[src/rtl/normal_cdf_if.sv]
// Stream bundle for normal_cdf: z_in request side, p_out result side.
// pdf_out is present only when NCDF_PDF_EN is defined.
interface normal_cdf_if #(
  parameter int WIDTH = 32
);
  logic             valid_in;
  logic             ready_out;
  logic [WIDTH-1:0] z_in;
  logic             valid_out;
  logic             ready_in;
  logic [WIDTH-1:0] p_out;
`ifdef NCDF_PDF_EN
  logic [WIDTH-1:0] pdf_out;

  modport master (output valid_in, z_in, ready_in, input ready_out, valid_out, p_out, pdf_out);
  modport slave  (input valid_in, z_in, ready_in, output ready_out, valid_out, p_out, pdf_out);
`else
  modport master (output valid_in, z_in, ready_in, input ready_out, valid_out, p_out);
  modport slave  (input valid_in, z_in, ready_in, output ready_out, valid_out, p_out);
`endif
endinterface

[src/rtl/normal_cdf.sv]
// Standard-normal CDF p = Phi(z) by 32-segment linear interpolation, 4-stage pipeline.
// Define NCDF_PDF_EN to add pdf_out = phi(z). ROM contents assume QFRAC=16, ZMAX_LOG2=3, SEG_BITS=5.
module normal_cdf #(
  parameter int WIDTH     = 32,
  parameter int QINT      = 16,
  parameter int QFRAC     = 16,
  parameter int ZMAX_LOG2 = 3,
  parameter int SEG_BITS  = 5
) (
  input  logic        clk,
  input  logic        rst,
  normal_cdf_if.slave bus
);
  localparam int ZB  = QFRAC + ZMAX_LOG2;
  localparam int FW  = ZB - SEG_BITS;
  localparam int CW  = QFRAC + 1;
  localparam int CW1 = CW + 1;
  localparam logic [CW-1:0] ONE_C  = CW'(1) << QFRAC;
  localparam logic [CW:0]   ONE_S  = CW1'(1) << QFRAC;
  localparam logic [CW:0]   HALF_S = CW1'(1) << (QFRAC - 1);

  // Phi at segment starts k*0.25, scaled by 2**16; index 32 is the 1.0 end point.
  function automatic logic [CW-1:0] c0_rom(input int k);
    int v;
    case (k)
      0:  v = 32768;   1: v = 39237;   2: v = 45316;   3: v = 50684;
      4:  v = 55138;   5: v = 58612;   6: v = 61158;   7: v = 62911;
      8:  v = 64045;   9: v = 64735;  10: v = 65129;  11: v = 65341;
      12: v = 65448;  13: v = 65498;  14: v = 65521;  15: v = 65530;
      16: v = 65534;  17: v = 65535;
      default: v = 65536;
    endcase
    return CW'(v);
  endfunction

  function automatic logic [CW-1:0] interp(input logic [CW-1:0] d, input logic [FW-1:0] f);
    logic [CW+FW-1:0] prod;
    prod = d * f;
    return CW'(prod >> FW);
  endfunction

  function automatic logic [CW-1:0] clamp_q(input logic sat, input logic [CW:0] s);
    logic [CW:0] r;
    if (sat || s > ONE_S) r = ONE_S;
    else if (s < HALF_S)  r = HALF_S;
    else                  r = s;
    return CW'(r);
  endfunction

`ifdef NCDF_PDF_EN
  function automatic logic [CW-1:0] e0_rom(input int k);
    int v;
    case (k)
      0:  v = 26145;   1: v = 25341;   2: v = 23073;   3: v = 19735;
      4:  v = 15858;   5: v = 11970;   6: v = 8488;    7: v = 5654;
      8:  v = 3538;    9: v = 2080;   10: v = 1149;   11: v = 596;
      12: v = 290;    13: v = 133;    14: v = 57;     15: v = 23;
      16: v = 9;      17: v = 3;      18: v = 1;
      default: v = 0;
    endcase
    return CW'(v);
  endfunction

  function automatic logic signed [CW:0] interp_s(input logic signed [CW:0] d, input logic [FW-1:0] f);
    logic signed [CW+FW+1:0] prod;
    prod = d * $signed({1'b0, f});
    return CW1'(prod >>> FW);
  endfunction
`endif

  logic                    en;
  logic                    vld_p0, vld_p1, vld_p2, vld_out;
  logic                    sign_p0, sign_p1, sign_p2;
  logic                    sat_p0, sat_p1, sat_p2;
  logic [SEG_BITS-1:0]     idx_p0;
  logic [FW-1:0]           frac_p0, frac_p1;
  logic [CW-1:0]           c0_p1, d_p1, c0_p2, m_p2, q;
  logic [WIDTH-1:0]        p_reg, p_next;
  logic signed [WIDTH-1:0] z_s;
  logic [WIDTH-1:0]        a;
  logic                    sat_c;

  assign en            = bus.ready_in | ~vld_out;
  assign bus.ready_out = en;
  assign bus.valid_out = vld_out;
  assign bus.p_out     = p_reg;

  // Stage 1 input: fold to |z|; -2**(WIDTH-1) has no positive twin and lands in sat
  assign z_s   = bus.z_in;
  assign a     = z_s[WIDTH-1] ? -z_s : z_s;
  assign sat_c = a[WIDTH-1] | (|a[QINT+QFRAC-1:ZB]);

  // Stage 4 input: reflect the upper-half result for negative z
  assign q      = clamp_q(sat_p2, {1'b0, c0_p2} + {1'b0, m_p2});
  assign p_next = WIDTH'(sign_p2 ? ONE_C - q : q);

`ifdef NCDF_PDF_EN
  logic [CW-1:0]        e0_p1, e0_p2;
  logic signed [CW:0]   de_p1, me_p2;
  logic signed [CW:0]   pdf_sum;
  logic [WIDTH-1:0]     pdf_reg, pdf_next;

  assign pdf_sum     = $signed({1'b0, e0_p2}) + me_p2;
  assign pdf_next    = sat_p2 ? '0 : WIDTH'($unsigned(pdf_sum));
  assign bus.pdf_out = pdf_reg;
`endif

  always_ff @(posedge clk) begin
    if (en) begin
      // S1 -> S2: segment index and in-segment offset
      sign_p0 <= z_s[WIDTH-1];
      sat_p0  <= sat_c;
      idx_p0  <= a[ZB-1 -: SEG_BITS];
      frac_p0 <= a[FW-1:0];
      // S2 -> S3: ROM base and slope
      sign_p1 <= sign_p0;
      sat_p1  <= sat_p0;
      frac_p1 <= frac_p0;
      c0_p1   <= c0_rom(int'(idx_p0));
      d_p1    <= c0_rom(int'(idx_p0) + 1) - c0_rom(int'(idx_p0));
      // S3 -> S4: interpolation term
      sign_p2 <= sign_p1;
      sat_p2  <= sat_p1;
      c0_p2   <= c0_p1;
      m_p2    <= interp(d_p1, frac_p1);
`ifdef NCDF_PDF_EN
      e0_p1   <= e0_rom(int'(idx_p0));
      de_p1   <= $signed({1'b0, e0_rom(int'(idx_p0) + 1)}) - $signed({1'b0, e0_rom(int'(idx_p0))});
      e0_p2   <= e0_p1;
      me_p2   <= interp_s(de_p1, frac_p1);
`endif
    end
  end

  always_ff @(posedge clk) begin
    if (rst) begin
      vld_p0  <= 1'b0;
      vld_p1  <= 1'b0;
      vld_p2  <= 1'b0;
      vld_out <= 1'b0;
      p_reg   <= '0;
`ifdef NCDF_PDF_EN
      pdf_reg <= '0;
`endif
    end else if (en) begin
      vld_p0  <= bus.valid_in;
      vld_p1  <= vld_p0;
      vld_p2  <= vld_p1;
      vld_out <= vld_p2;
      if (vld_p2) begin
        p_reg   <= p_next;
`ifdef NCDF_PDF_EN
        pdf_reg <= pdf_next;
`endif
      end
    end
  end
endmodule
[src/flat_wrapper.sv]
// flat-port wrapper written by rule: the top's interface ports become plain ports
module normal_cdf_flat 
#(
  parameter int WIDTH     = 32,
  parameter int QINT      = 16,
  parameter int QFRAC     = 16,
  parameter int ZMAX_LOG2 = 3,
  parameter int SEG_BITS  = 5
)
  (clk, rst, bus_valid_in, bus_z_in, bus_ready_in, bus_ready_out, bus_valid_out, bus_p_out);
  normal_cdf_if #(.WIDTH(WIDTH)) bus_i ();
  input  logic clk;
  input  logic rst;
  input wire logic [$bits(bus_i.valid_in)-1:0] bus_valid_in;
  input wire logic [$bits(bus_i.z_in)-1:0] bus_z_in;
  input wire logic [$bits(bus_i.ready_in)-1:0] bus_ready_in;
  output wire logic [$bits(bus_i.ready_out)-1:0] bus_ready_out;
  output wire logic [$bits(bus_i.valid_out)-1:0] bus_valid_out;
  output wire logic [$bits(bus_i.p_out)-1:0] bus_p_out;
  assign bus_i.valid_in = bus_valid_in;
  assign bus_i.z_in = bus_z_in;
  assign bus_i.ready_in = bus_ready_in;
  assign bus_ready_out = bus_i.ready_out;
  assign bus_valid_out = bus_i.valid_out;
  assign bus_p_out = bus_i.p_out;
  normal_cdf #(.WIDTH(WIDTH), .QINT(QINT), .QFRAC(QFRAC), .ZMAX_LOG2(ZMAX_LOG2), .SEG_BITS(SEG_BITS)) u_core (.clk(clk), .rst(rst), .bus(bus_i));
endmodule
[config.mk]
export PLATFORM = sky130hd
export DESIGN_NAME = normal_cdf_flat
export DESIGN_NICKNAME = d
export VERILOG_FILES = /design/src/rtl/normal_cdf_if.sv /design/src/rtl/normal_cdf.sv /design/src/flat_wrapper.sv
export SDC_FILE = /design/constraint.sdc
export NUM_CORES = 1
export LEC_CHECK = 0
export ABC_AREA = 1
export ABC_CLOCK_PERIOD_IN_PS = 6700
export BUFFER_PORTS_ARGS = -buffer_cell sky130_fd_sc_hd__buf_4
export CAP_MARGIN = 40
export CORE_MARGIN = 5
export CORE_UTILIZATION = 30
export CTS_BUF_LIST = sky130_fd_sc_hd__clkbuf_16
export CTS_CLUSTER_DIAMETER = 200
export CTS_CLUSTER_SIZE = 8
export DETAILED_ROUTE_END_ITERATION = 6
export PLACE_DENSITY_LB_ADDON = 0.1
export REMOVE_ABC_BUFFERS = 1
export SLEW_MARGIN = 10
export SYNTH_ARGS = -nofsm -noshare
export SYNTH_HDL_FRONTEND = slang
export SYNTH_SLANG_ARGS = --single-unit
[constraint.sdc]
create_clock -name clk -period 6.7 [get_ports clk]
set_clock_uncertainty 0.2 [all_clocks]
set_input_delay 1.005 -clock clk [delete_from_list [all_inputs] [get_ports clk]]
set_output_delay 1.005 -clock clk [all_outputs]
set_load 0.005 [all_outputs]
* After elaboration in Yosys (flattened, before gate mapping)
Memory sizes are Yosys's and may differ from the RTL's. A register that Yosys moved wholly into a read port is not among the register bits.
Cells that the tools add are included.
** Word-level totals
- Register bits :: 126
- Word-level logic and storage cells :: 43
- Output and inout port bits :: 34
- Bits in read-only memories :: 1632
- Memories kept :: 3
- Bits of input ports :: 36
** Cells by class
- Bitwise operators :: 3
- Add/sub/neg operators :: 5
- Reduce and logical (&&, ||, !) cells :: 4
- Multiply operators :: 1
- $lt $le $gt $ge :: 2
- Multiplexer cells :: 8
** Memories
- (no name shown) :: depth 32, width 17, read ports 1, clocked after Yosys merged registers in 1, wr ports 0, RTL line normal_cdf.sv:25 : case (k)
- (no name shown) :: depth 32, width 17, read ports 1, clocked after Yosys merged registers in 0, wr ports 0, RTL line normal_cdf.sv:25
- (no name shown) :: depth 32, width 17, read ports 1, clocked after Yosys merged registers in 1, wr ports 0, RTL line normal_cdf.sv:25
** Operator list (number)
- $mux 17 :: 5
- $mux 32 :: 2
- $neg 32->32 :: 1
- $mul 17x14->31 :: 1
- $logic_not 27->1 :: 1
- $add 17x17->18 :: 1
- $gt 18x17->1 const B :: 1
- $lt 18x16->1 const B :: 1
- $sub 17x17->18 const A :: 1
- $sub 17x17->17 :: 1
- $reduce_or 13->1 :: 1
- $add 5x1->6 const B :: 1
- $mux 5 :: 1
- $or 1x1->1 :: 2
- $reduce_and 2->1 :: 1
- $logic_or 1x1->1 :: 1
- $not 1->1 :: 1

* Longest topological paths before layout
- Depth in word-level cells :: 6
- Depth in mapped cells :: 28
- Gate-level depth less buffers :: 28

* Worst setup path before layout
OpenSTA, ideal clock, no wires.
- Path type :: register -> register
- Start point :: reg u_core.frac_p1[10]
- End point :: reg u_core.m_p2[13] (data pin)
- Slack :: 0.547 ns
- Setup time :: 0.265 ns
- Arrival :: 5.688 ns
- Period minus slack after synthesis :: 6.153 ns
- Cell stages (with the launch flop) :: 23
- Cell sequence :: edfxtp_1 > clkbuf_1 > clkbuf_1 > nand2_1 > fa_1 > inv_1 > fa_1 > fa_1 > fa_1 > fa_1 > inv_1 > fa_1 > inv_1 > ha_1 > nand2_1 > nor4_1 > nand4_1 > nand3_1 > nand2_1 > o211ai_1 > a31oi_1 > o21ai_0 > xor2_1
** On the way
- Word-level cells in the longest chain between the ends :: 1
** Ends and longest elaborated chain
- from (decl) :: RTL line normal_cdf.sv:76 : logic [FW-1:0] frac_p0, frac_p1;
- from (signal assigned) :: RTL line normal_cdf.sv:118 : frac_p1 <= frac_p0;
- $mul 17x14->31 :: RTL line normal_cdf.sv:38 : prod = d * f;
- to (signal assigned) :: RTL line normal_cdf.sv:125 : m_p2 <= interp(d_p1, frac_p1);
- to (decl) :: RTL line normal_cdf.sv:77 : logic [CW-1:0] c0_p1, d_p1, c0_p2, m_p2, q;
Every way passes these cells.
A chain may end at the register's enable or synchronous reset.

* Worst setup path after layout
- Start point :: reg u_core.frac_p1[4]
- End point :: reg u_core.m_p2[13] (data pin)
Same word-level chain as after synthesis.

==> metrics.md <==
| Metric | Value |
|---|---|
| Status | `completed` |
| Synth Flop Type | `edfxtp_1` |
| ANT nets after route | `0` |
| Commonest cells after routing, fill and taps aside | `nand2_1 (503), inv_1 (446), fa_1 (178)` |
| Post-Route WL | `44.58 mm` |
| Seq/Total Area, Yosys | `23.96%` |
| Congestion Overflow GR | `0` |
| Die height | `245.7 µm` |
| Vias | `12940` |
| Initial antenna violation count | `0` |
| NumNets Final | `2492` |
| CORE AREA | `55090 µm²` |
| GPL Wtd Cong | `0.8608` |
| Clock transition at path regs | `0.07 ns` |
| DRT iter0 DRCs | `688` |
| Worst hold path class | `flop to flop` |
| DRC violation count after routing | `0` |
| Largest cells by area after synthesis | `fa_1 (21%), edfxtp_1 (19%), nand2_1 (11%)` |
| Hold-fix buffers at CTS | `0` |
| Number of synthesized register bits | `146` |
| Max Slew Vio Count | `0` |
| RSZ-0062 raised after global routing | `false` |
| Synthesized cell area | `16670 µm²` |
| CTS Sinks | `146` |
| Setup CP Type | `flop to flop` |
| Slew @ Worst Pin | `0.7260 ns` |
| Max_slew headroom | `51.60%` |
| N_diodes | `0` |
| Post-synth ARST share | `0%` |
| Root Driver | `clkbuf_16` |
| Final core occ | `33.86%` |
| Max-Cap Viols | `0` |
| Post-synth cell types | `58` |
| Worst Path Max Fanout | `10` |
| CP arrival | `6.41 ns` |
| Setup slack after layout | `0.3026 ns` |
| Vias in the first global route | `13260` |
| Worst-Skew Late Latency | `0.47 ns` |
| Dominant cell type by area after synthesis | `fa_1` |
| Largest net degree at the start of global routing | `54` |
| Synth Instances | `2080` |
| P&R area growth vs syn | `11.92%` |
| Die footprint | `60380 µm²` |
| Routed wire per std cell | `15.40 µm` |
| CTS tree | `yes` |
| Sum Neg Setup Slack | `0 ns` |
| Final period util | `95.48%` |
| DP HPWL | `37.26 mm` |
| EDFF count, synth | `107` |
| Initial Utilization | `30.26%` |
| Startpoint types | `flop` |
| Max Fclk | `0.1563 GHz` |
| Port Buf Inserts | `69` |
| Total CTS buffers | `17` |
| WHS | `0.2181 ns` |
| Clock buffer depth | `2` |
| Top-area cell type share of the netlist area | `21.38%` |
| Most common cell after layout, fill and taps aside | `nand2_1` |
| Die width | `245.7 µm` |
| H-tree levels | `4` |
| Minimum clock period | `6.397 ns` |
| Yosys warns | `0` |
| Critical Path RT | `6.71 ns` |
| Drt first pass iters | `5` |
| Num ports | `70` |
| DP Worst Slack | `0.1197 ns` |
| CP Capture Type | `flop` |
| First-pass GRT wire length | `72.20 mm` |
| Share of layout cells above drive strength 1 | `9.595%` |
| Finish-stage setup viols | `0` |
| Vias per inst | `4.471` |
| Row cnt | `86` |
| Syn Area/Cell | `8.014 µm²` |
| Final hold violations | `0` |
| Total GRT Usage | `15.26%` |
## kinds of logic after synthesis
group	share of synthesized area, %
and+or+nand+nor	19.94
DFF	23.96
AOI/OAI and AO/OA	7.836
buffers and inverters	12.72
adders and majority gates	32.18
xor gates and xnor gates	3.363
## worst max-delay path, stage by stage (launching register included)
cell and delay, ns:
edfxtp_1 0.54, nand2_1 0.12, inv_1 0.06, fa_1 0.53, inv_1 0.05, fa_1 0.53, inv_1 0.05, fa_1 0.57
fa_1 0.46, fa_1 0.54, inv_1 0.05, fa_1 0.53, inv_1 0.04, ha_1 0.34, nand2_1 0.15, nor4_2 0.33
nand4_1 0.13, nand3_1 0.21, nand2_1 0.08, o211ai_1 0.13, a31oi_1 0.15, o21ai_0 0.23, xor2_1 0.10
## metal layers
| layer | wire [µm] | share of wire (%) | global-route usage (%) |
|---|---|---|---|
| met1 | 20350 | 46 | 19.77 |
| met2 | 22520 | 51 | 26.99 |
| met3 | 1080 | 2.4 | 2.283 |
| met4 | 637 | 1.4 | 3.446 |
| met5 | 0 | 0 | 0 |
## Yosys cell counts, drive strengths merged, types with 4 or more instances
| library cell | instances |
|---|---|
| nand2 | 513 |
| inv | 454 |
| fa | 178 |
| ha | 144 |
| nor2 | 131 |
| edfxtp | 107 |
| a21oi | 92 |
| nand3 | 81 |
| o21ai | 73 |
| clkbuf | 62 |
| dfxtp | 39 |
| xor2 | 39 |
| xnor2 | 25 |
| nor3 | 23 |
| buf | 22 |
| a31oi | 15 |
| nand3b | 13 |
| nand4 | 11 |
| o211ai | 11 |
| a21boi | 5 |
| a21o | 4 |
| nor4 | 4 |
| o21a | 4 |
| o22ai | 4 |
| or2 | 4 |
## timing repair
item                       CTS  global route
setup endpoints to repair    0             2
setup buffers                0            15
gates resized for setup      0             2
## stage by stage
stage / cell area [µm²] / std cells
after floorplan: 16260 / 1996
after global placement: 17980 / 2847
after detailed placement: 17980 / 2848
after CTS: 18530 / 2880
after global routing: 18660 / 2895
final: 18660 / 2895
## path summary, 6_finish.rpt
kind	from	to	slack [ns]	cells after the start
worst max-delay path	u_core.frac_p1[4]	u_core.m_p2[13]	0.30	22
worst min-delay path	u_core.frac_p0[2]	u_core.frac_p1[2]	0.22	0
worst max register to register	u_core.frac_p1[4]	u_core.m_p2[13]	0.30	22
worst min register to register	u_core.frac_p0[2]	u_core.frac_p1[2]	0.22	0
## area by class of cell
cell class                      instances  area, µm²
Fill cell                            5909      36440
Inverter                              456       1717
Multi-Input combinational cell       1394      10560
Tap cell                              748      935.9
Timing Repair Buffer                  119      897.1
Clock inverter                         15      123.9
Sequential cell                       146       3994
Clock buffer                           17      425.4
Power is not shown: default switching activity piles up to over one toggle a cycle in this logic, so the estimate is an artifact.
